[config.mk]
export PLATFORM = sky130hd
export DESIGN_NAME = trace_event_buffer
export DESIGN_NICKNAME = d
export VERILOG_FILES = /design/src/rtl/trace_pkg.sv /design/src/rtl/trace_fifo.sv /design/src/rtl/trace_event_buffer.sv
export SDC_FILE = /design/constraint.sdc
export NUM_CORES = 2
export LEC_CHECK = 0
export ABC_AREA = 0
export BUFFER_PORTS_ARGS = -buffer_cell sky130_fd_sc_hd__buf_2
export CORE_AREA = 8 8 373 375
export DETAILED_ROUTE_END_ITERATION = 6
export DIE_AREA = 0 0 381 383
export SLEW_MARGIN = 20
export SYNTH_ARGS = -nofsm -noshare
export SYNTH_HDL_FRONTEND = slang
export SYNTH_SLANG_ARGS = --single-unit
[constraint.sdc]
create_clock -name clock -period 8.26 [get_ports clock]
set_clock_uncertainty 0.2 [all_clocks]
set_input_delay 0.826 -clock clock [delete_from_list [all_inputs] [get_ports clock]]
set_output_delay 0.826 -clock clock [all_outputs]
set_load 0.05 [all_outputs]
[src/rtl/trace_pkg.sv]
// Shared types and constants for the trace capture path: record layout,
// reserved marker ID and the FIFO level-width helper.
package trace_pkg;

   localparam int unsigned TRACE_ID_W   = 8;
   localparam int unsigned TRACE_ADDR_W = 32;
   localparam int unsigned TRACE_TS_W   = 32;

   localparam logic [TRACE_ID_W-1:0] MARKER_ID = {TRACE_ID_W{1'b1}};

   typedef struct packed {
      logic [TRACE_ID_W-1:0]   id;
      logic [TRACE_ADDR_W-1:0] addr;
      logic [TRACE_TS_W-1:0]   ts;
   } trace_rec_t;

   function automatic int unsigned level_width(input int unsigned depth);
      return $clog2(depth) + 1;
   endfunction

endpackage

[src/rtl/trace_fifo.sv]
// Register-based synchronous FIFO; the extra pointer MSB tells full from empty.
// Callers must not push when full without a same-cycle pop, nor pop when empty.
module trace_fifo
   import trace_pkg::*;
#(
   parameter int unsigned WIDTH = 72,
   parameter int unsigned DEPTH = 16
) (
   input  logic                           clock,
   input  logic                           reset_n,
   input  logic                           push_i,
   input  logic [WIDTH-1:0]               wdata_i,
   input  logic                           pop_i,
   output logic [WIDTH-1:0]               rdata_o,
   output logic [level_width(DEPTH)-1:0]  level_o
);

   localparam int unsigned AW = $clog2(DEPTH);
   localparam logic [AW:0] PTR_ONE = {{AW{1'b0}}, 1'b1};

   logic [WIDTH-1:0] mem_q [DEPTH];
   logic [AW:0]      wr_ptr_q;
   logic [AW:0]      rd_ptr_q;

   // Storage array and read/write pointers.
   always_ff @(posedge clock or negedge reset_n) begin
      if (!reset_n) begin
         wr_ptr_q <= {(AW+1){1'b0}};
         rd_ptr_q <= {(AW+1){1'b0}};
         for (int i = 0; i < DEPTH; i++) begin
            mem_q[i] <= {WIDTH{1'b0}};
         end
      end else begin
         if (push_i) begin
            mem_q[wr_ptr_q[AW-1:0]] <= wdata_i;
            wr_ptr_q                <= wr_ptr_q + PTR_ONE;
         end
         if (pop_i) begin
            rd_ptr_q <= rd_ptr_q + PTR_ONE;
         end
      end
   end

   assign rdata_o = mem_q[rd_ptr_q[AW-1:0]];
   assign level_o = wr_ptr_q - rd_ptr_q;

endmodule

[src/rtl/trace_event_buffer.sv]
// Captures accepted requests as timestamped records, buffers them, and drains
// one per cycle to the logger; drops are counted and reported as marker records.
module trace_event_buffer
   import trace_pkg::*;
#(
   parameter int unsigned ADDR_WIDTH = 32,
   parameter int unsigned ID_WIDTH   = 8,
   parameter int unsigned TS_WIDTH   = 32,
   parameter int unsigned DEPTH      = 16,
   parameter int unsigned DROP_WIDTH = 16
) (
   input  logic                         clock,
   input  logic                         reset_n,
   input  logic                         capture_en,
   input  logic                         drain_en,
   input  logic                         req_valid,
   input  logic                         req_ready,
   input  logic [ADDR_WIDTH-1:0]        req_addr,
   input  logic [ID_WIDTH-1:0]          req_id,
   output logic                         log_trigger,
   output logic [ID_WIDTH+ADDR_WIDTH-1:0] log_in0,
   output logic [TS_WIDTH-1:0]          log_in1,
   output logic [DROP_WIDTH-1:0]        drop_count,
   output logic [$clog2(DEPTH):0]       fifo_level
);

   localparam int unsigned LW = level_width(DEPTH);
   localparam int unsigned RW = ID_WIDTH + ADDR_WIDTH + TS_WIDTH;
   localparam logic [LW-1:0]         DEPTH_LVL = LW'(DEPTH);
   localparam logic [ID_WIDTH-1:0]   MARK_ID   = {ID_WIDTH{1'b1}};
   localparam logic [DROP_WIDTH-1:0] DROP_MAX  = {DROP_WIDTH{1'b1}};
   localparam logic [DROP_WIDTH-1:0] DROP_ONE  = {{(DROP_WIDTH-1){1'b0}}, 1'b1};
   localparam logic [TS_WIDTH-1:0]   TS_ONE    = {{(TS_WIDTH-1){1'b0}}, 1'b1};

   logic [TS_WIDTH-1:0]             ts_q;
   logic [DROP_WIDTH-1:0]           drop_count_q, drop_count_d;
   logic [DROP_WIDTH-1:0]           pend_q, pend_d;
   logic                            trig_q;
   logic [ID_WIDTH+ADDR_WIDTH-1:0]  in0_q;
   logic [TS_WIDTH-1:0]             in1_q;

   logic [LW-1:0] level_s;
   logic [RW-1:0] rdata_s;
   logic [RW-1:0] wdata_s;
   logic          cap_s, pop_s, room_s, drop_s, push_mark_s, push_s;

   // Capture/marker arbitration and drop bookkeeping.
   always_comb begin
      cap_s       = req_valid & req_ready & capture_en;
      pop_s       = drain_en & (level_s != {LW{1'b0}});
      room_s      = (level_s < DEPTH_LVL) | pop_s;
      drop_s      = cap_s & ~room_s;
      push_mark_s = ~cap_s & (pend_q != {DROP_WIDTH{1'b0}}) & room_s;
      push_s      = (cap_s & room_s) | push_mark_s;

      if (cap_s) begin
         wdata_s = {req_id, req_addr, ts_q};
      end else begin
         wdata_s = {MARK_ID, ADDR_WIDTH'(pend_q), ts_q};
      end

      drop_count_d = drop_count_q;
      if (drop_s && (drop_count_q != DROP_MAX)) begin
         drop_count_d = drop_count_q + DROP_ONE;
      end else begin
         drop_count_d = drop_count_q;
      end

      pend_d = pend_q;
      if (drop_s) begin
         pend_d = (pend_q == DROP_MAX) ? pend_q : pend_q + DROP_ONE;
      end else if (push_mark_s) begin
         pend_d = {DROP_WIDTH{1'b0}};
      end else begin
         pend_d = pend_q;
      end
   end

   // Timestamp, drop counters and the logger-facing output register.
   always_ff @(posedge clock or negedge reset_n) begin
      if (!reset_n) begin
         ts_q         <= {TS_WIDTH{1'b0}};
         drop_count_q <= {DROP_WIDTH{1'b0}};
         pend_q       <= {DROP_WIDTH{1'b0}};
         trig_q       <= 1'b0;
         in0_q        <= {(ID_WIDTH+ADDR_WIDTH){1'b0}};
         in1_q        <= {TS_WIDTH{1'b0}};
      end else begin
         ts_q         <= ts_q + TS_ONE;
         drop_count_q <= drop_count_d;
         pend_q       <= pend_d;
         trig_q       <= pop_s;
         if (pop_s) begin
            in0_q <= rdata_s[RW-1:TS_WIDTH];
            in1_q <= rdata_s[TS_WIDTH-1:0];
         end
      end
   end

   trace_fifo #(
      .WIDTH (RW),
      .DEPTH (DEPTH)
   ) u_fifo (
      .clock   (clock),
      .reset_n (reset_n),
      .push_i  (push_s),
      .wdata_i (wdata_s),
      .pop_i   (pop_s),
      .rdata_o (rdata_s),
      .level_o (level_s)
   );

   assign log_trigger = trig_q;
   assign log_in0     = in0_q;
   assign log_in1     = in1_q;
   assign drop_count  = drop_count_q;
   assign fifo_level  = level_s;

endmodule

# [Word-level counts from Yosys, hierarchy flattened]
# Index checks and enable logic that the tools add are counted.
[word_totals] register_bits=1299 latchBits=0 ramBits=0 mem_bits_ro=0 inputBits=46 word_cells=66 n_memories=0
[classes] add_sub_neg=6 multipliers=0 n_div=0 magnitude_cmp=4 eq_ne=3 shifts=0 mux=10 bitwise=13 reduce_logical=6
[op_table] op="1152-bit bitwise mux" n=1
[op_table] op="72-bit binary-select mux with 4-bit select" n=1
[op_table] op="72-bit demux with 4-bit select" n=1
[op_table] op="72-bit 2-to-1 mux" n=4
[op_table] op="16-bit 2-to-1 mux" n=3
[op_table] op="16-bit by 1-bit adder with 16-bit output (second input constant)" n=2
[op_table] op="32-bit by 1-bit adder with 32-bit output (second input constant)" n=1
[op_table] op="16-bit equality test (second input constant)" n=1
[op_table] op="16-bit != test (second input constant)" n=1
[op_table] op="16-bit nonzero test" n=1
[op_table] op="5-bit by 1-bit adder with 5-bit output (second input constant)" n=2
[op_table] op="5-bit >= comparator (second input constant)" n=2
[op_table] op="4-bit NOT with 5-bit output" n=2
[op_table] op="1-bit bitwise AND" n=7
[op_table] op="5-bit by 1-bit less-than comparator with 1-bit output (second input constant)" n=1
[op_table] op="5-bit less-than comparator (second input constant)" n=1
[op_table] op="5-bit nonzero test" n=1
[op_table] op="5-bit subtractor" n=1
[op_table] op="1-bit logical AND" n=2
[op_table] op="2-bit != test (second input constant)" n=1
[op_table] op="1-bit NOT" n=2
[op_table] op="1-bit bitwise OR" n=2
[op_table] op="2-bit AND reduction" n=1
[op_table] op="2-bit nonzero test" n=1

# [Longest topological paths before layout]
[logic_depth] word_depth=8 depth_mapped=11

# [Modules after synthesis]
# From an unflattened synthesis, not the netlist that was laid out.
[unflattened] hier_cells=3875 hier_area_um2=59429.5
[by_module_without_submodules] module="trace_fifo" instances=1 cells_per_inst=3329 area_each_um2=53120.9
[by_module_without_submodules] module="trace_event_buffer" instances=1 cells_per_inst=546 area_each_um2=6308.6

# [Least setup slack after synthesis]
# No wires, ideal clock.
[synth_path] path_kind="register to register" startpoint="reg u_fifo.rd_ptr_q[1]" endpoint="reg in0_q[0] (netlist: log_in0[0])" setup_ps=125 arrival_ps=3612 t_required_ps=7935 setup_slack_ps=4324 path_stages_with_launch=12 period_less_slack_ps=3936 cell_sequence="dfrtp_1 -> clkbuf_1 -> clkbuf_1 -> inv_1 -> fa_1 -> nand3_1 -> nand2_1 -> xor2_1 -> o31ai_1 -> buf_2 -> buf_2 -> mux2_2"
[synth_lines] item="start: declaration" line="trace_fifo.sv:23" rtl="logic [AW:0] rd_ptr_q;"
[synth_lines] item="start signal: assignment" line="trace_fifo.sv:29" rtl="rd_ptr_q <= {(AW+1){1'b0}};"
[synth_lines] item="start signal: assignment" line="trace_fifo.sv:39" rtl="rd_ptr_q <= rd_ptr_q + PTR_ONE;"
[synth_lines] item="5-bit subtractor" line="trace_fifo.sv:45" rtl="assign level_o = wr_ptr_q - rd_ptr_q;"
[synth_lines] item="net fifo_level[4]" line="trace_event_buffer.sv:24" rtl="output logic [$clog2(DEPTH):0] fifo_level"
[synth_lines] item="5-bit nonzero test" line="trace_event_buffer.sv:50" rtl="pop_s = drain_en & (level_s != {LW{1'b0}});"
[synth_lines] item="1-bit bitwise AND" line="trace_event_buffer.sv:50"
[synth_lines] item="end signal: assignment" line="trace_event_buffer.sv:86" rtl="in0_q <= {(ID_WIDTH+ADDR_WIDTH){1'b0}};"
[synth_lines] item="end signal: assignment" line="trace_event_buffer.sv:94" rtl="in0_q <= rdata_s[RW-1:TS_WIDTH];"
[synth_lines] item="end: declaration" line="trace_event_buffer.sv:39" rtl="logic [ID_WIDTH+ADDR_WIDTH-1:0] in0_q;"
# The timed path passes the listed nets, and every way through them passes these cells. The select of a mux whose other input is x is not followed.
# A chain may end at the register's enable or synchronous reset.

# [Final worst setup path]
[layout_path] startpoint="reg u_fifo.rd_ptr_q[0]" endpoint="reg u_fifo.mem_q[413] (netlist bit)"
[layout_via] elab_chain_cells=6
[layout_rtl] item="5-bit subtractor (*)" line="trace_fifo.sv:45"
[layout_rtl] item="parallel branches: the longest is 2 deep, another holds 5-bit less-than comparator"
[layout_rtl] item="1-bit bitwise OR (*)" line="trace_event_buffer.sv:51" rtl="room_s = (level_s < DEPTH_LVL) | pop_s;"
[layout_rtl] item="1-bit bitwise AND (on tied branches)" line="trace_event_buffer.sv:54, trace_event_buffer.sv:53"
[layout_rtl] item="1-bit bitwise OR (*)" line="trace_event_buffer.sv:54" rtl="push_s = (cap_s & room_s) | push_mark_s;"
[layout_rtl] item="end signal: indexed assignment" line="trace_fifo.sv:31" rtl="mem_q[i] <= {WIDTH{1'b0}};"
[layout_rtl] item="end signal: indexed assignment" line="trace_fifo.sv:35" rtl="mem_q[wr_ptr_q[AW-1:0]] <= wdata_i;"
[layout_rtl] item="end: declaration" line="trace_fifo.sv:21" rtl="logic [WIDTH-1:0] mem_q [DEPTH];"
# Mark *: on every way between the ends.

==> out/qor.txt <==
Slew @ Worst Pin - 1150 ps
synth-to-layout area growth - 11.8%
area leader, netlist - dfrtp_1
CTS tree - yes
CP Capture Type - flop
commonest non-fill, non-tap cell in the layout - dfrtp_1
Warnings, synthesis - 0
final setup violation count - 0
flops & latches, synth - 1,299
Hold Crit Class - reg2reg
drt pass-1 iters - 4
Synth Cell Area - 58,100 um^2
vias in the first global route - 34,000
main area contributors after synthesis - dfrtp_1, mux2_2, mux4_2
port buffer count - 139
critical path type - reg2reg
Worst Path Required - 8700 ps
max-capacitance violation count - 0
CP Data Arrival Time - 5880 ps
initial antenna violation count - 5
Detail Route Antenna Nets - 0
static leakage - 31.2 nW
VDD IR max - 0.310 mV
Max-slew headroom - 23.3%
CTS Buffer Depth - 3
Post-DP Area - 60,200 um^2
Yosys top cell area share - 55.9%
DR WL/cell - 24.0 um
period utilization - 65.9%
htree depth - 4
RSZ-0062 raised after global routing - false
CP Max Fanout - 42
Congestion Overflow GR - 0
Sink Count - 1,299
row cnt - 134
Die ar. - 146,000 um^2
Reg clk slew, reported paths - 60 ps
core area - 133,000 um^2
Iter 0 DRT Violations - 1,790
Syn Nets - 3,816
DRC - 0
root buffer cell - clkbuf_16
Die Y-Extent - 383 um
Async SR Flop Fraction - 100%
Sum Neg Setup Slack - 0 ps
Cell Pwr Density - 329 nW/um^2
Critical Path Start Type - flop
# IOs - 140
DR vias - 31,900
Max Slew Vio Count - 0
WL final - 135 mm
layout cells sized above 1 - 46.6%
achievable frequency - 184 MHz
post-route cell area - 65,000 um^2
Post-synth EDFFs - 0
ys flop type - dfrtp_1
Routability Congestion - 0.730
Tot GR Track Use - 18.5%
largest net degree at the start of global routing - 175
clk_lat worst skew - 760 ps
Cell Count, Final, Fillers Out - 5,623
TritonCTS Buffers - 145
most frequent cells in the layout - dfrtp_1, mux2_2, mux4_2
Die W - 381 um
Post-CTS Resized - 0
Placed Instances - 5,367
layout net count - 3,808
outcome - finished clean
via density per instance - 5.68
Cell variety after synth - 60
sequential share of the synthesized area - 55.9%
FILL cells - 11,400
Initial Util - 43.8%
syn_area_per_cell - 15.5 um^2
Detail Placement HPWL - 75.6 mm
post-layout min period - 5440 ps
Hold Vio Cnt, Final - 0
first-pass GRT wire length - 213 mm
synthesized instance count - 3,756
synth_stat cells, types with 21 or more instances:
master,number
buf_1,50
dfrtp_1,1299
mux2_2,1068
mux4_2,288
nor2_1,24
xnor2_1,39
a22oi_1,144
inv_1,21
clkbuf_1,170
mux2_1,160
nand3_1,28
buf_2,128
nand2_1,128
nand4_1,27
sequential cells by signal, indices dropped and copies added (netlist names):
register / cells
log_in1: 32
log_in0: 40
drop_count: 16
log_trigger: 1
ts_q: 32
u_fifo.rd_ptr_q: 5
u_fifo.wr_ptr_q: 5
u_fifo.mem_q: 1152
pend_q: 16
cell families after synthesis:
kind of cell / count (synthesis) / synth area share [%]
AOI/OAI and AO/OA: 199 / 2.53
DFF: 1299 / 55.9
and+or+nand+nor: 301 / 2.71
muxes: 1517 / 35.0
buffers and inverters: 371 / 2.68
adders and majority gates: 14 / 0.314
xor gates and xnor gates: 55 / 0.842
through the flow:
stage / setup WS, ps / hold slack, ps / utilization (%) / total power [W]
global placement: 2770 / 268 / 45.3 / 0.0150
detailed placement: 2770 / 276 / 45.3 / 0.0151
CTS: 2760 / 258 / 48.9 / 0.0216
finish: 2820 / 284 / 48.9 / 0.0214
floorplan: 4320 / 259 / - / 0.0132
global route: 2540 / 297 / 48.9 / 0.0224
critical path, stage by stage (launching register included):
cell	delay [ps]
dfrtp_4	920
ha_1	280
inv_1	60
fa_1	390
nand3_1	230
a211oi_2	170
a211oi_4	690
buf_4	430
nand3_4	770
buf_4	670
mux2_1	400
power by group:
part	internal [W]	switching (W)
Sequential	0.00779	0.000809
Combinational	0.00285	0.00351
Clock	0.00381	0.00260
worst paths after layout:
kind	slack (ps)	end	startpoint	depth (start not counted)
hold reg to reg	280	u_fifo.mem_q[702]	u_fifo.mem_q[702]	1
max in group asynchronous	5520	u_fifo.mem_q[813]	reset_n	4
min in group asynchronous	500	u_fifo.mem_q[134]	reset_n	2
setup / recovery	2820	u_fifo.mem_q[413]	u_fifo.rd_ptr_q[0]	10
setup reg to reg	2820	u_fifo.mem_q[413]	u_fifo.rd_ptr_q[0]	10
hold / removal	280	u_fifo.mem_q[702]	u_fifo.mem_q[702]	1
layout make-up:
cell class | instances | area, um^2 | area share (%)
clock inverter | 38 | 515 | 0.793
tap | 1768 | 2210 | 3.40
antenna | 4 | 10.0 | 0.0154
multi-input combinational | 2086 | 24200 | 37.2
inverter | 21 | 78.8 | 0.121
sequential | 1299 | 32500 | 50.0
clock buffer | 212 | 4200 | 6.47
timing repair buffer | 195 | 1260 | 1.93
per-layer routing:
layer  part of all wire [%]  routed length [um]  global-route usage [%]  vias to the layer above
li1                       -                   -                       -                    13900
met3                    3.6                4910                    3.24                      190
met2                     47               63500                    29.4                      479
met5                 0.0096                  13                       0                        -
met1                     47               63400                    26.4                    17300
met4                    2.3                3100                    5.21                        2
what timing repair did:
action,in CTS,in global routing
hold buffers,1,0
endpoints found under the hold margin,123,0
setup buffers,0,0
endpoints found under the setup margin,0,0
No activity file was read; power rests on OpenSTA's default activity.
